--- config.mk ---
export PLATFORM = sky130hd
export DESIGN_NAME = period_meter
export DESIGN_NICKNAME = d
export VERILOG_FILES = /design/src/rtl/period_meter_pkg.sv /design/src/rtl/period_meter_edge_sync.sv /design/src/rtl/period_meter.sv
export SDC_FILE = /design/constraint.sdc
export NUM_CORES = 1
export LEC_CHECK = 0
export CORE_AREA = 5 5 141 143
export CTS_BUF_LIST = sky130_fd_sc_hd__clkbuf_4
export DETAILED_ROUTE_END_ITERATION = 8
export DIE_AREA = 0 0 146 148
export SLEW_MARGIN = 20
export SYNTH_ARGS = -nofsm -noshare
export SYNTH_HDL_FRONTEND = slang
export SYNTH_SLANG_ARGS = --single-unit
--- constraint.sdc ---
create_clock -name clk -period 3.4 [get_ports clk]
set_input_delay 0.68 -clock clk [delete_from_list [all_inputs] [get_ports clk]]
set_output_delay 0.68 -clock clk [all_outputs]
set_load 0.1 [all_outputs]
--- src/rtl/period_meter_pkg.sv ---
// Shared types and helpers for the period meter: measurement modes, FSM
// states and the prescaler sizing rule.
package period_meter_pkg;

  // Measurement quantity latched when a measurement is accepted.
  typedef enum logic [1:0] {
    MODE_PERIOD = 2'b00,
    MODE_HIGH   = 2'b01,
    MODE_LOW    = 2'b10
  } mode_t;

  // Measurement controller states.
  typedef enum logic [1:0] {
    IDLE    = 2'b00,
    ARM     = 2'b01,
    MEASURE = 2'b10,
    DONE    = 2'b11
  } state_t;

  // Prescaler width for a given tick length; a one-cycle tick still needs
  // a one-bit register so the counter logic stays uniform.
  function automatic int presc_width(input int clk_per_tick);
    if (clk_per_tick > 1) begin
      return $clog2(clk_per_tick);
    end
    return 1;
  endfunction

  // Raw mode pins to a measurement mode; the unused code 11 measures period.
  function automatic mode_t decode_mode(input logic [1:0] raw);
    case (raw)
      2'b01:   return MODE_HIGH;
      2'b10:   return MODE_LOW;
      default: return MODE_PERIOD;
    endcase
  endfunction

endpackage

--- src/rtl/period_meter_edge_sync.sv ---
// Synchroniser for the asynchronous measured signal plus one delay flop.
// Rise and fall are single-cycle pulses derived from the same two flops,
// so both edges see the identical latency and it cancels out of any
// edge-to-edge interval.
module edge_sync #(
  parameter int SYNC_STAGES = 2
) (
  input  logic clk,
  input  logic reset_n,
  input  logic sig_in,
  output logic rise,
  output logic fall
);

  logic [SYNC_STAGES-1:0] sync_reg;
  logic                   delay_reg;
  logic                   sync_out;

  assign sync_out = sync_reg[SYNC_STAGES-1];

  // Shift the pin through the synchroniser chain, then delay one more cycle.
  always_ff @(posedge clk or negedge reset_n) begin
    if (!reset_n) begin
      sync_reg  <= '0;
      delay_reg <= 1'b0;
    end else begin
      sync_reg  <= {sync_reg[SYNC_STAGES-2:0], sig_in};
      delay_reg <= sync_out;
    end
  end

  assign rise = sync_out & ~delay_reg;
  assign fall = ~sync_out & delay_reg;

endmodule

--- src/rtl/period_meter.sv ---
// Period / high-time / low-time meter with tick prescaler, optional
// power-of-two averaging and saturation reporting.
//
// Interval accounting: the cycle on which the opening edge is detected is
// the first cycle of the interval, so after that edge the prescaler holds
// the count for the second cycle. A tick is credited on the cycle that
// completes it, unless that cycle is the closing edge, in which case the
// edge wins. An interval of k cycles therefore yields floor(k/CLK_PER_TICK),
// and in period mode the closing rise doubles as the next opening rise
// without losing a cycle.
module period_meter
  import period_meter_pkg::*;
#(
  parameter int CLK_PER_TICK = 100,
  parameter int COUNT_W      = 24,
  parameter int AVG_LOG2     = 0,
  parameter int SYNC_STAGES  = 2
) (
  input  logic               clk,
  input  logic               reset_n,
  input  logic               sig_in,
  input  logic               start,
  input  logic               abort,
  input  logic [1:0]         mode,
  output logic [COUNT_W-1:0] result,
  output logic               done,
  output logic               busy,
  output logic               overflow
);

  localparam int PW      = presc_width(CLK_PER_TICK);
  localparam int ACC_W   = COUNT_W + AVG_LOG2;
  localparam int IDX_W   = AVG_LOG2 + 1;
  localparam int SAMPLES = 1 << AVG_LOG2;

  localparam logic [PW-1:0]      PRESC_LAST  = PW'(CLK_PER_TICK - 1);
  localparam logic [IDX_W-1:0]   IDX_LAST    = IDX_W'(SAMPLES - 1);
  // Counter values right after an opening edge: the edge cycle itself has
  // already been counted (and completes a whole tick when a tick is one cycle).
  localparam logic [PW-1:0]      PRESC_START = (CLK_PER_TICK == 1) ? PW'(0) : PW'(1);
  localparam logic [COUNT_W-1:0] UNITS_START = (CLK_PER_TICK == 1) ? COUNT_W'(1) : COUNT_W'(0);

  // ---------------------------------------------------------------------
  // Edge detection
  // ---------------------------------------------------------------------
  logic rise;
  logic fall;

  edge_sync #(
    .SYNC_STAGES(SYNC_STAGES)
  ) u_edge_sync (
    .clk    (clk),
    .reset_n(reset_n),
    .sig_in (sig_in),
    .rise   (rise),
    .fall   (fall)
  );

  // ---------------------------------------------------------------------
  // State
  // ---------------------------------------------------------------------
  state_t             state_reg;
  mode_t              mode_reg;
  logic [PW-1:0]      presc_reg;
  logic [COUNT_W-1:0] units_reg;
  logic [ACC_W-1:0]   acc_reg;
  logic [IDX_W-1:0]   idx_reg;
  logic [COUNT_W-1:0] result_reg;
  logic               done_reg;
  logic               busy_reg;
  logic               overflow_reg;

  // ---------------------------------------------------------------------
  // Derived per-cycle conditions
  // ---------------------------------------------------------------------
  logic               open_edge;
  logic               close_edge;
  logic               tick_term;
  logic               units_full;
  logic [PW-1:0]      presc_next;
  logic [COUNT_W-1:0] units_next;
  logic [ACC_W-1:0]   acc_sum;
  logic               last_sample;

  // Edge selection, prescaler step and accumulator sum for the current cycle.
  always_comb begin
    open_edge   = (mode_reg == MODE_LOW)  ? fall : rise;
    close_edge  = (mode_reg == MODE_HIGH) ? fall : rise;
    tick_term   = (presc_reg == PRESC_LAST);
    units_full  = &units_reg;
    presc_next  = tick_term ? '0 : presc_reg + 1'b1;
    units_next  = units_reg + 1'b1;
    acc_sum     = acc_reg + ACC_W'(units_reg);
    last_sample = (idx_reg == IDX_LAST);
  end

  // ---------------------------------------------------------------------
  // Measurement controller with registered outputs
  // ---------------------------------------------------------------------

  // Sequence IDLE -> ARM -> MEASURE -> DONE, counting ticks and averaging.
  always_ff @(posedge clk or negedge reset_n) begin
    if (!reset_n) begin
      state_reg    <= IDLE;
      mode_reg     <= MODE_PERIOD;
      presc_reg    <= '0;
      units_reg    <= '0;
      acc_reg      <= '0;
      idx_reg      <= '0;
      result_reg   <= '0;
      done_reg     <= 1'b0;
      busy_reg     <= 1'b0;
      overflow_reg <= 1'b0;
    end else begin
      done_reg <= 1'b0;
      case (state_reg)
        IDLE: begin
          if (start && !abort) begin
            state_reg    <= ARM;
            mode_reg     <= decode_mode(mode);
            overflow_reg <= 1'b0;
            acc_reg      <= '0;
            idx_reg      <= '0;
            busy_reg     <= 1'b1;
          end
        end

        ARM: begin
          if (abort) begin
            state_reg <= IDLE;
            busy_reg  <= 1'b0;
          end else if (open_edge) begin
            state_reg <= MEASURE;
            presc_reg <= PRESC_START;
            units_reg <= UNITS_START;
          end
        end

        MEASURE: begin
          if (abort) begin
            state_reg <= IDLE;
            busy_reg  <= 1'b0;
          end else if (close_edge) begin
            // Closing edge: bank this sample; a tick ending here is dropped.
            acc_reg <= acc_sum;
            idx_reg <= idx_reg + 1'b1;
            if (last_sample) begin
              state_reg  <= DONE;
              result_reg <= COUNT_W'(acc_sum >> AVG_LOG2);
              done_reg   <= 1'b1;
              busy_reg   <= 1'b0;
            end else if (mode_reg == MODE_PERIOD) begin
              // The same rise opens the next period back to back.
              presc_reg <= PRESC_START;
              units_reg <= UNITS_START;
            end else begin
              state_reg <= ARM;
            end
          end else if (tick_term && units_full) begin
            // One tick more than the counter holds: saturate and finish now.
            state_reg    <= DONE;
            overflow_reg <= 1'b1;
            result_reg   <= '1;
            done_reg     <= 1'b1;
            busy_reg     <= 1'b0;
          end else begin
            presc_reg <= presc_next;
            if (tick_term) begin
              units_reg <= units_next;
            end
          end
        end

        DONE: begin
          state_reg <= IDLE;
        end

        default: begin
          state_reg <= IDLE;
          busy_reg  <= 1'b0;
        end
      endcase
    end
  end

  assign result   = result_reg;
  assign done     = done_reg;
  assign busy     = busy_reg;
  assign overflow = overflow_reg;

endmodule

== After elaboration in Yosys (flattened, before gate mapping) ==
Cells that the tools add are included.
Word-level totals
  register bits after elaboration: 90
  word-level logic and storage cells: 121
Cells by class
  add/subtract/negate cells: 4
  equality and inequality tests: 25
  muxes and demuxes: 57
  bitwise logic cells: 5
  reduce and logical (&&, ||, !) cells: 18
Operators with widths (number)
  $mux W24: 14
  $pmux W24 S2: 2
  $mux W7: 8
  $add A24 B1 Y24 const B: 1
  $add A24 B24 Y24: 1
  $reduce_and A24 Y1: 1
  $mux W1: 19
  $ne A2 B2 Y1 const B: 9
  $mux W2: 8
  $ne A3 B3 Y1 const B: 5
  $pmux W7 S2: 1
  $reduce_and A4 Y1: 3
  $reduce_and A5 Y1: 2
  $eq A2 B2 Y1 const B: 4
  $ne A4 B4 Y1 const B: 2
  $pmux W2 S4: 1
  $reduce_and A8 Y1: 1
  $add A7 B1 Y7 const B: 1
  $eq A7 B7 Y1 const B: 1
  $reduce_and A7 Y1: 1
  $eq A2 B1 Y1 const B: 3
  $reduce_bool A2 Y1: 3
  $ne A5 B5 Y1 const B: 1
  $logic_not A2 Y1: 2
  other kinds (10): 15

== Depth between registers and ports, before layout ==
Gate-level depths: netlist of the first run.
  word-level depth: 6
  gate-level depth with buffers: 10
  depth with buffers taken out: 9

== Modules after synthesis ==
Synthesis of the first run repeated with hierarchy kept, for this count alone.
Second synthesis, totals
  cell total of the unflattened synthesis: 555
  area total of the unflattened synthesis: 5216.3 um^2
Modules (own cells, without submodules)
  period_meter: instances 1, cells each 550, area an instance 5126.2 um^2, sequential area each 2177.1 um^2
  edge_sync: instances 1, cells each 5, area an instance 90.1 um^2, sequential area each 75.1 um^2

== Worst setup path before layout of the first run ==
Ideal clock, no wire load.
  kind: reg-to-reg
  start point: register units_reg[6]
  end point: register acc_reg[23]
  data arrival time: 2.350 ns
  path slack: 0.969 ns
  cell stages (with the launch flop): 9
  path buffers: 0
  period minus slack after synthesis: 2.431 ns
  path through: dfrtp_1 -> ha_1 -> o21ai_4 -> a2111oi_4 -> o21ai_2 -> a2111oi_4 -> nor3_2 -> or4_4 -> o211ai_2
Between the ends
  word-level cells in the longest chain between the ends: 4
Ends and longest elaborated chain
  start, declared: line period_meter.sv:65  | logic [COUNT_W-1:0] units_reg;
  start signal, assigned: line period_meter.sv:169  | units_reg <= units_next;
  $add A24 B24 Y24: line period_meter.sv:93  | acc_sum = acc_reg + ACC_W'(units_reg);
  $mux W24: line period_meter.sv:143  | end else if (close_edge) begin
  $mux W24: line period_meter.sv:140  | if (abort) begin
  $pmux W24 S2: line period_meter.sv:116  | case (state_reg)
  end signal, assigned: line period_meter.sv:145  | acc_reg <= acc_sum;
  end, declared: line period_meter.sv:66  | logic [ACC_W-1:0] acc_reg;
Every way passes these cells. The select of a mux whose other input is x is not followed.
A chain may end at the register's enable or synchronous reset.

== Final worst setup path of the first run ==
  start point: register units_reg[4]
  end point: register acc_reg[23]
Same word-level chain as after synthesis.

==> results.md, run 1 <==
* Outcome: completed
* Seq/Total Area, Yosys at 41.8%
* CP Cell Sequence: ha_1, nand2_2, o31ai_2, o21ai_2, a2111oi_4, nor3_2, or4_4, o211ai_2
* # DRC at 0
* Max-cap violations at 0
* Postcts setup bufs at 0
* Post-synth top area cell: dfrtp_1
* Startpoint of the worst register-to-register path: units_reg[4]$_DFFE_PN0P_
* Slowest-stage cell, CP: o31ai_2
* Startpoint Class: flip-flop
* Share of the synthesized area in the top cell type at 41.8%
* Crit Reg-Reg Endpoint: acc_reg[23]$_DFFE_PN0P_
* Rows at 50
* DP Area at 5900 µm²
* Tot GR Track Use at 12.9%
* Crit path launch: units_reg[4]$_DFFE_PN0P_
* NetSw at 0.00201 W
* Number of synthesis warnings at 0
* Crit end category: flip-flop
* Gate Count Post-Synth at 566
* Reg2reg path depth at 8
* Flop pwr share at 35.3%
* Max incr delay on CP at 0.49 ns
* Total number of vias at 4,356
* CTS Hold Bufs at 0
* Routed wire length at 13.7 mm
* Initial Util at 29.2%
* I/O pin total at 34
* Slew headroom at 27.0%
* Skew final at 0.0176 ns
* CTS resizes at 0
* H-Tree Depth at 3
* Initial drt markers at 246
* Hold Slack at 0.157 ns
* Hold crit path type: input pin to async pin
* Maximum root-to-sink buffer count at 2
* Setup TNS at 0 ns
* RSZ-0062 raised after global routing: no
* Final Slew Violations at 0
* Worst-Margin Slew at 1.10 ns
* Final Critical Period at 2.76 ns
* Clock group share of total power at 15.5%
* Vias/cell at 5.24
* Area contributors post-synth: dfrtp_1 42%, ha_1 6.7%, o21ai_0 3.9%, xnor2_1 3.9%, nand2_1 3.7%
* Max Fclk at 362 MHz
* Yosys reg bits at 90
* Yosys cell types at 66
* Die Ht at 148 µm
* Initial antenna violation count at 0
* Final setup fails at 0
* Area Growth Syn to Fin at 11.7%
* Final instance area at 6020 µm²
* Pre-antenna DRT Iters at 4
* Largest net degree at the start of global routing at 50
* Worst-path maximum fanout at 5
* Worst-path clk slew at 0.15 ns
* Synth Net Count at 603
* Root Driver: clkbuf_4
* Final #Nets at 631
* EDFF count, synth at 0
* Post-route ant nets at 0
* DIE WIDTH at 146 µm
* CTS buffer count at 9
* Switching portion of total power at 51.2%
* # clock sinks at 90
* Comb pwr share at 49.2%
* Power per cell area at 650 nW/µm²
* R2R Setup Slk at 0.64 ns
* TritonCTS clock tree: done
* Final core utilization at 32.6%
* Antenna diodes at 0
* I/O Buffers at 33
* Worst Setup EP: acc_reg[23]$_DFFE_PN0P_
* Crit path kind: flip-flop to flip-flop
* Die area at 21,600 µm²
* Fraction of registers with async set/reset at 100%
* Fill count at 1,893
* WL per Instance at 16.4 µm
* First-pass GRT wire length at 22.8 mm
* Total gr overflow at 0
* Share of cells above drive strength 1 at 11.0%
* Crit path required time at 3.81 ns
* Main synth FF type: dfrtp_1
* Fin crit share at 81.2%
* Clock latency on the worst-skew pair at 0.49 ns
* VDD IR-drop max at 0.358 mV
* GP Congestion at 0.898
* Leakage at 2.65 nW
* Area of the core at 18,500 µm²
* Mapped Area at 5390 µm²
* Mean post-synth cell area at 9.52 µm²
* Post-DP HPWL at 9.70 mm
* Vias in the first global route at 4,398
* Internal power at 0.00191 W
* Final Hold Vio Count at 0
* CP arrival at 3.17 ns
* Power Total at 0.00392 W
-- placed cells by master, fill, tap and decap left out, types with 3 or more instances in the layout --
master | netlist | final
clkinv_1 | 0 | 3
xor2_1 | 12 | 12
ha_1 | 29 | 29
a21oi_1 | 35 | 35
inv_1 | 17 | 17
dfrtp_1 | 90 | 90
or3_1 | 4 | 4
and3_1 | 8 | 8
nor3_1 | 11 | 11
nor4_1 | 3 | 3
nand2_1 | 53 | 53
a21o_1 | 3 | 3
nand3_1 | 24 | 24
a22o_1 | 21 | 21
nand4_1 | 10 | 10
xnor2_1 | 24 | 24
nand4bb_1 | 3 | 3
and2_1 | 3 | 3
o21ai_0 | 42 | 42
clkbuf_4 | 0 | 10
clkdlybuf4s50_1 | 0 | 6
o31ai_1 | 8 | 8
and4_1 | 3 | 3
nand2b_1 | 8 | 8
o211ai_1 | 6 | 6
buf_4 | 2 | 30
a31oi_1 | 8 | 8
o22a_1 | 21 | 21
nor2_1 | 49 | 49
nor2b_1 | 3 | 3
-- routing by layer --
| layer | part of all wire (%) | routed length, µm | track usage [%] |
|---|---|---|---|
| met5 | 0 | 0 | 0 |
| met4 | 1.7 | 227 | 3.43 |
| met3 | 4.0 | 542 | 3.53 |
| met2 | 45 | 6190 | 20.5 |
| met1 | 49 | 6710 | 17.5 |
-- power by group through the flow --
stage | logic [W] | registers, W | clock network, W
after floorplan | 0.000458 | 0.00244 | 0
after CTS | 0.00195 | 0.00139 | 0.000632
after global routing | 0.00202 | 0.00142 | 0.000666
after detailed placement | 0.00194 | 0.00141 | 0
final | 0.00193 | 0.00138 | 0.000606
after global placement | 0.00193 | 0.00140 | 0
-- worst min-delay path by stage --
stage / to / slack, ns / from / cells past startpoint
global placement: u_edge_sync.sync_reg[1]$_DFF_PN0_ / 0.33 / u_edge_sync.sync_reg[0]$_DFF_PN0_ / 0
floorplan: u_edge_sync.sync_reg[1]$_DFF_PN0_ / 0.33 / u_edge_sync.sync_reg[0]$_DFF_PN0_ / 0
finish: u_edge_sync.delay_reg$_DFF_PN0_ / 0.16 / reset_n / 1
CTS: presc_reg[6]$_DFFE_PN0P_ / 0.17 / reset_n / 1
detailed placement: u_edge_sync.sync_reg[1]$_DFF_PN0_ / 0.34 / u_edge_sync.sync_reg[0]$_DFF_PN0_ / 0
global route: u_edge_sync.delay_reg$_DFF_PN0_ / 0.18 / reset_n / 1
-- cell type report --
cell class / instances / area, µm² / share of cell area (%)
clock buffer: 10 / 75.1 / 1.25
clock inverter: 5 / 46.3 / 0.769
inverter: 17 / 63.8 / 1.06
multi-input combinational: 439 / 2990 / 49.6
sequential: 90 / 2250 / 37.4
tap: 234 / 293 / 4.86
timing repair buffer: 37 / 305 / 5.07
-- stage by stage --
step	setup WS, ns	cells
final	0.638	832
after global routing	0.418	832
after CTS	0.640	832
after detailed placement	0.585	817
after global placement	0.601	817
after floorplan	0.969	566
-- worst max-delay path: cells and delay by family (launching register included) --
kind | cells | cell delay [ns]
compound gates | 4 | 1.16
fa+ha+maj | 1 | 0.39
flops | 1 | 0.48
simple gates | 3 | 0.65
-- kinds of logic after synthesis --
group	synth area share, %
buf+inv	2.79
xor+xnor	5.85
compound gates	23.0
mux	0.580
flops	41.8
fa+ha+maj	7.10
simple gates	18.9
-- cells in the mapped netlist, drive strengths merged (3+ instances only) --
library cell,instances
buf,5
nand4bb,3
xor2,12
or3,4
ha,29
o211ai,8
nor2,49
and2,4
nor3,12
a21o,3
a21oi,35
nand4,10
nand3,24
and3,8
inv,17
a31oi,8
o21ai,45
dfrtp,90
o31ai,9
nand2b,8
o22a,21
nand2,56
nor4,6
a22o,21
nor2b,3
and4,3
xnor2,24
clkbuf,15
No activity file was read; power rests on OpenSTA's default activity.
==> run 2, diff against run 1 <==
==> constraint.sdc (replaced) <==
create_clock -name clk -period 2.9 [get_ports clk]
set_input_delay 0.58 -clock clk [delete_from_list [all_inputs] [get_ports clk]]
set_output_delay 0.58 -clock clk [all_outputs]
set_load 0.1 [all_outputs]
==> run 2 against run 1 <==
Effect of this change: clock power up 15%; clock-buffer cell count stayed put; register-to-register slack worse by 0.46 ns; sequential power grew 17%; design area grew 1.5%; combinational power increased by 17%; flip-flop and latch count unchanged; non-clock buffer count is 10 higher; final cell count increased by 1.2%; die area is the same; via count increased by 3.2%; critical endpoint unchanged; largest cell class unchanged.
==> results.md, run 2 (synthesis gave the netlist of run 1 again) <==
* WL per Instance at 16.2 µm
* CTS buffer count at 9
* DP Area at 5980 µm²
* CP Cell Sequence: ha_1, nand2_2, o31ai_2, o21ai_2, a2111oi_4, nor3_2, or4_4, o211ai_2
* First-pass GRT wire length at 23.1 mm
* Vias/cell at 5.34
* I/O pin total at 34
* VDD IR-drop max at 0.434 mV
* Crit path required time at 3.30 ns
* Fin crit share at 94.0%
* Final setup fails at 0
* Outcome: completed
* H-Tree Depth at 3
* Flop pwr share at 35.4%
* Crit end category: flip-flop
* Comb pwr share at 49.4%
* Worst-Margin Slew at 0.565 ns
* Setup TNS at 0 ns
* Slowest-stage cell, CP: o31ai_2
* Worst-path maximum fanout at 5
* CP arrival at 3.13 ns
* Die area at 21,600 µm²
* Initial drt markers at 319
* RSZ-0062 raised after global routing: no
* Post-DP HPWL at 9.79 mm
* Hold crit path type: flip-flop to flip-flop
* Pre-antenna DRT Iters at 5
* Clock latency on the worst-skew pair at 0.48 ns
* Vias in the first global route at 4,458
* GP Congestion at 0.927
* Cell family with most CP delay: compound AO/OA/AOI/OAI gates
* # DRC at 0
* Leakage at 2.70 nW
* CP bufs+invs at 0
* Largest net degree at the start of global routing at 46
* Power per cell area at 750 nW/µm²
* Antenna diodes at 0
* Internal power at 0.00225 W
* Sequential cell area at 2250 µm²
* Initial Util at 29.2%
* Worst-path clk slew at 0.15 ns
* Routed wire length at 13.7 mm
* Most frequent cells in the layout: 90 x dfrtp_1, 53 x nand2_1, 49 x nor2_1, 42 x o21ai_0, 39 x buf_4
* Max Fclk at 367 MHz
* Switching portion of total power at 50.9%
* Area of the core at 18,500 µm²
* Most common cell after layout, fill and taps aside: dfrtp_1
* # clock sinks at 90
* DIE WIDTH at 146 µm
* Final instance area at 6110 µm²
* Crit path kind: flip-flop to flip-flop
* TritonCTS clock tree: done
* I/O Buffers at 33
* Final Slew Violations at 0
* Power Total at 0.00458 W
* Final #Nets at 641
* Maximum root-to-sink buffer count at 2
* Die Ht at 148 µm
* Slew headroom at 62.3%
* Area Growth Syn to Fin at 13.4%
* Tot GR Track Use at 13.0%
* Clock group share of total power at 15.2%
* Total gr overflow at 0
* Post-route ant nets at 0
* Initial antenna violation count at 0
* Final Hold Vio Count at 0
* Share of cells above drive strength 1 at 12.5%
* Multi-input logic area at 2990 µm²
* Root Driver: clkbuf_4
* Rows at 50
* Fill count at 1,886
* Max incr delay on CP at 0.50 ns
* Final Critical Period at 2.73 ns
* Total number of vias at 4,496
* Max-cap violations at 0
* Skew final at 0.0292 ns
* Startpoint Class: flip-flop
* NetSw at 0.00233 W
==> run 2: path summary, 6_finish.rpt <==
path                       slack [ns]                           endpoint                              start  depth (start not counted)
setup / recovery                 0.17            acc_reg[23]$_DFFE_PN0P_           units_reg[3]$_DFFE_PN0P_                          8
hold / removal                   0.34  u_edge_sync.sync_reg[1]$_DFF_PN0_  u_edge_sync.sync_reg[0]$_DFF_PN0_                          0
setup reg to reg                 0.17            acc_reg[23]$_DFFE_PN0P_           units_reg[3]$_DFFE_PN0P_                          8
hold reg to reg                  0.34  u_edge_sync.sync_reg[1]$_DFF_PN0_  u_edge_sync.sync_reg[0]$_DFF_PN0_                          0
max in group asynchronous        1.71             result[17]$_DFFE_PN0P_                            reset_n                          3
min in group asynchronous        0.57           presc_reg[6]$_DFFE_PN0P_                            reset_n                          2
==> run 2: metal layers <==
metal  vias up  global-route usage (%)  part of all wire, %
met5         -                       0                    0
met4         0                    4.23                  1.7
met3        18                    3.46                  4.9
met2       101                    20.3                   45
met1      2205                    17.7                   48
li1       2172                       -                    -
==> run 2: area by class of cell <==
class | instances | area share, %
clock buffers | 10 | 1.23
clock inverters | 5 | 0.758
inverters | 17 | 1.04
multi-input cells | 439 | 48.9
flip-flops and latches | 90 | 36.9
well taps | 234 | 4.79
repair buffers | 47 | 6.43
==> run 2: metrics by stage <==
stage	cells	hold WS, ns	utilization [%]	setup WS (ns)
6_report	842	0.344	33.1	0.175
4_1_cts	842	0.352	33.1	0.189
2_1_floorplan	566	0.284	-	0.469
3_3_place_gp	826	0.333	32.4	0.222
5_1_grt	842	0.365	33.1	0.00445
3_5_place_dp	826	0.339	32.4	0.220
==> run 2: power groups by stage <==
stage,Combinational (W),Sequential [W],Clock [W]
floorplan,0.000536,0.00287,0
global placement,0.00228,0.00165,0
detailed placement,0.00228,0.00165,0
CTS,0.00229,0.00163,0.000728
global route,0.00239,0.00166,0.000782
finish,0.00226,0.00162,0.000696
==> run 2: timing repair <==
action / 4_1_cts / 5_1_grt
endpoints found under the setup margin: 0 / 1
gates resized for setup: 0 / 0
setup buffers: 0 / 0
hold endpoints to repair: 20 / 0
hold buffers: 1 / 0
==> run 2: worst reg2reg max path, stage by stage (launching register included) <==
cell and delay (ns):
dfrtp_1 0.46, ha_1 0.36, nand2_2 0.08, o31ai_2 0.50, o21ai_2 0.17, a2111oi_4 0.40, nor3_2 0.09, or4_4 0.49
o211ai_2 0.08
==> run 3, diff against run 2 <==
--- a/config.mk
+++ b/config.mk
@@ -9,6 +9,7 @@
 export CTS_BUF_LIST = sky130_fd_sc_hd__clkbuf_4
 export DETAILED_ROUTE_END_ITERATION = 8
 export DIE_AREA = 0 0 146 148
+export MAX_ROUTING_LAYER = met4
 export SLEW_MARGIN = 20
 export SYNTH_ARGS = -nofsm -noshare
 export SYNTH_HDL_FRONTEND = slang
==> run 3 against run 2 <==
Effect of this change: utilization hardly changed; final cell count increased by 0.12%; maximum frequency up 0.12%; first-iteration DRC count shrank 6.6%; die area stayed put; register-to-register slack barely moved; hold slack worse by 0.00088 ns; critical path type unchanged; largest cell class unchanged.
==> results.md, run 3 (synthesis gave the netlist of run 1 again) <==
* Outcome: completed
* Slowest-stage cell, CP: o31ai_2
* Largest net degree at the start of global routing at 46
* Final Critical Period at 2.72 ns
* Crit end category: flip-flop
* First-pass GRT wire length at 23.1 mm
* Worst-Margin Slew at 0.565 ns
* Cell family with most CP delay: compound AO/OA/AOI/OAI gates
* GP Congestion at 0.943
* HP Start: u_edge_sync.sync_reg[0]$_DFF_PN0_
* Routed wire length at 13.7 mm
* Worst-path maximum fanout at 5
* I/O pin total at 34
* Fin crit share at 93.9%
* Root Driver: clkbuf_4
* CP arrival at 3.12 ns
* Die area at 21,600 µm²
* Final instance area at 6110 µm²
* Initial Util at 29.2%
* Post-route ant nets at 0
* Total number of vias at 4,501
* Max-cap violations at 0
* Tot GR Track Use at 13.4%
* Final setup fails at 0
* Initial antenna violation count at 1
* Crit path launch: units_reg[3]$_DFFE_PN0P_
* Leakage at 2.70 nW
* Max Fclk at 367 MHz
* Share of cells above drive strength 1 at 12.5%
* TritonCTS clock tree: done
* Skew final at 0.0272 ns
* Area Growth Syn to Fin at 13.4%
* Final Slew Violations at 0
* H-Tree Depth at 3
* Rows at 50
* CP bufs+invs at 0
* Area of the core at 18,500 µm²
* Maximum root-to-sink buffer count at 2
* Most common cell after layout, fill and taps aside: dfrtp_1
* # clock sinks at 90
* Initial drt markers at 298
* Vias in the first global route at 4,456
* Startpoint Class: flip-flop
* Final #Nets at 641
* Startpoint of the worst register-to-register path: units_reg[3]$_DFFE_PN0P_
* CTS buffer count at 9
* CP Cell Sequence: ha_1, nand2_2, o31ai_2, o21ai_2, a2111oi_4, nor3_2, or4_4, o211ai_2
* Max incr delay on CP at 0.50 ns
* WL per Instance at 16.2 µm
* Setup Slack @ Placement at 0.220 ns
* Postcts setup bufs at 0
* # DRC at 0
* DIE WIDTH at 146 µm
* Final Hold Vio Count at 0
* Most frequent cells in the layout: 90 x dfrtp_1, 53 x nand2_1, 49 x nor2_1, 42 x o21ai_0, 39 x buf_4
* Setup ws final at 0.178 ns
* Setup TNS at 0 ns
* Die Ht at 148 µm
* Pre-antenna DRT Iters at 6
* Power per cell area at 749 nW/µm²
* DP Area at 5980 µm²
* Vias/cell at 5.34
* Post-DP HPWL at 9.79 mm
* RSZ-0062 raised after global routing: no
* Clock latency on the worst-skew pair at 0.48 ns
* Fill count at 1,885
* Crit path kind: flip-flop to flip-flop
* VDD IR-drop max at 0.434 mV
* Worst-path clk slew at 0.15 ns
* Total gr overflow at 0
* Slew headroom at 62.3%
* Crit path required time at 3.30 ns
* CTS resizes at 0
* Hold crit path type: flip-flop to flip-flop
* I/O Buffers at 33
## run 3: timing repair
action | CTS | global route
endpoints found under the setup margin | 0 | 1
hold buffers | 1 | 0
hold endpoints to repair | 20 | 0
## run 3: worst paths after layout
kind / end / slack [ns] / cells past startpoint
setup / recovery: acc_reg[23]$_DFFE_PN0P_ / 0.18 / 8
hold / removal: u_edge_sync.sync_reg[1]$_DFF_PN0_ / 0.34 / 0
setup reg to reg: acc_reg[23]$_DFFE_PN0P_ / 0.18 / 8
hold reg to reg: u_edge_sync.sync_reg[1]$_DFF_PN0_ / 0.34 / 0
max in group asynchronous: result[17]$_DFFE_PN0P_ / 1.72 / 3
min in group asynchronous: presc_reg[5]$_DFFE_PN0P_ / 0.58 / 2
## run 3: through the flow
stage	cells	total power (W)	hold slack, ns	util, %
3_5_place_dp	826	0.00394	0.339	32.4
2_1_floorplan	566	0.00340	0.284	-
3_3_place_gp	826	0.00392	0.333	32.4
6_report	843	0.00458	0.343	33.1
5_1_grt	843	0.00483	0.365	33.1
4_1_cts	842	0.00464	0.352	33.1
## run 3: layout make-up
type | count | area, µm² | area share [%]
timing repair buffer | 47 | 393 | 6.43
tap | 234 | 293 | 4.79
multi-input combinational | 439 | 2990 | 48.9
clock buffer | 10 | 75.1 | 1.23
sequential | 90 | 2250 | 36.8
inverter | 17 | 63.8 | 1.04
clock inverter | 5 | 46.3 | 0.757
antenna | 1 | 2.50 | 0.0409
## run 3: report_power, final
part / switching, W / internal, W
clock: 0.000434 / 0.000259
sequential: 0.000153 / 0.00147
combinational: 0.00174 / 0.000522
## run 3: metal layers
| metal | up-vias | share of wire [%] | track usage (%) |
|---|---|---|---|
| li1 | 2173 | - | - |
| met1 | 2207 | 47 | 17.7 |
| met2 | 104 | 46 | 20.3 |
| met3 | 17 | 5.2 | 3.43 |
| met4 | 0 | 1.6 | 4.23 |
| met5 | - | 0 | - |
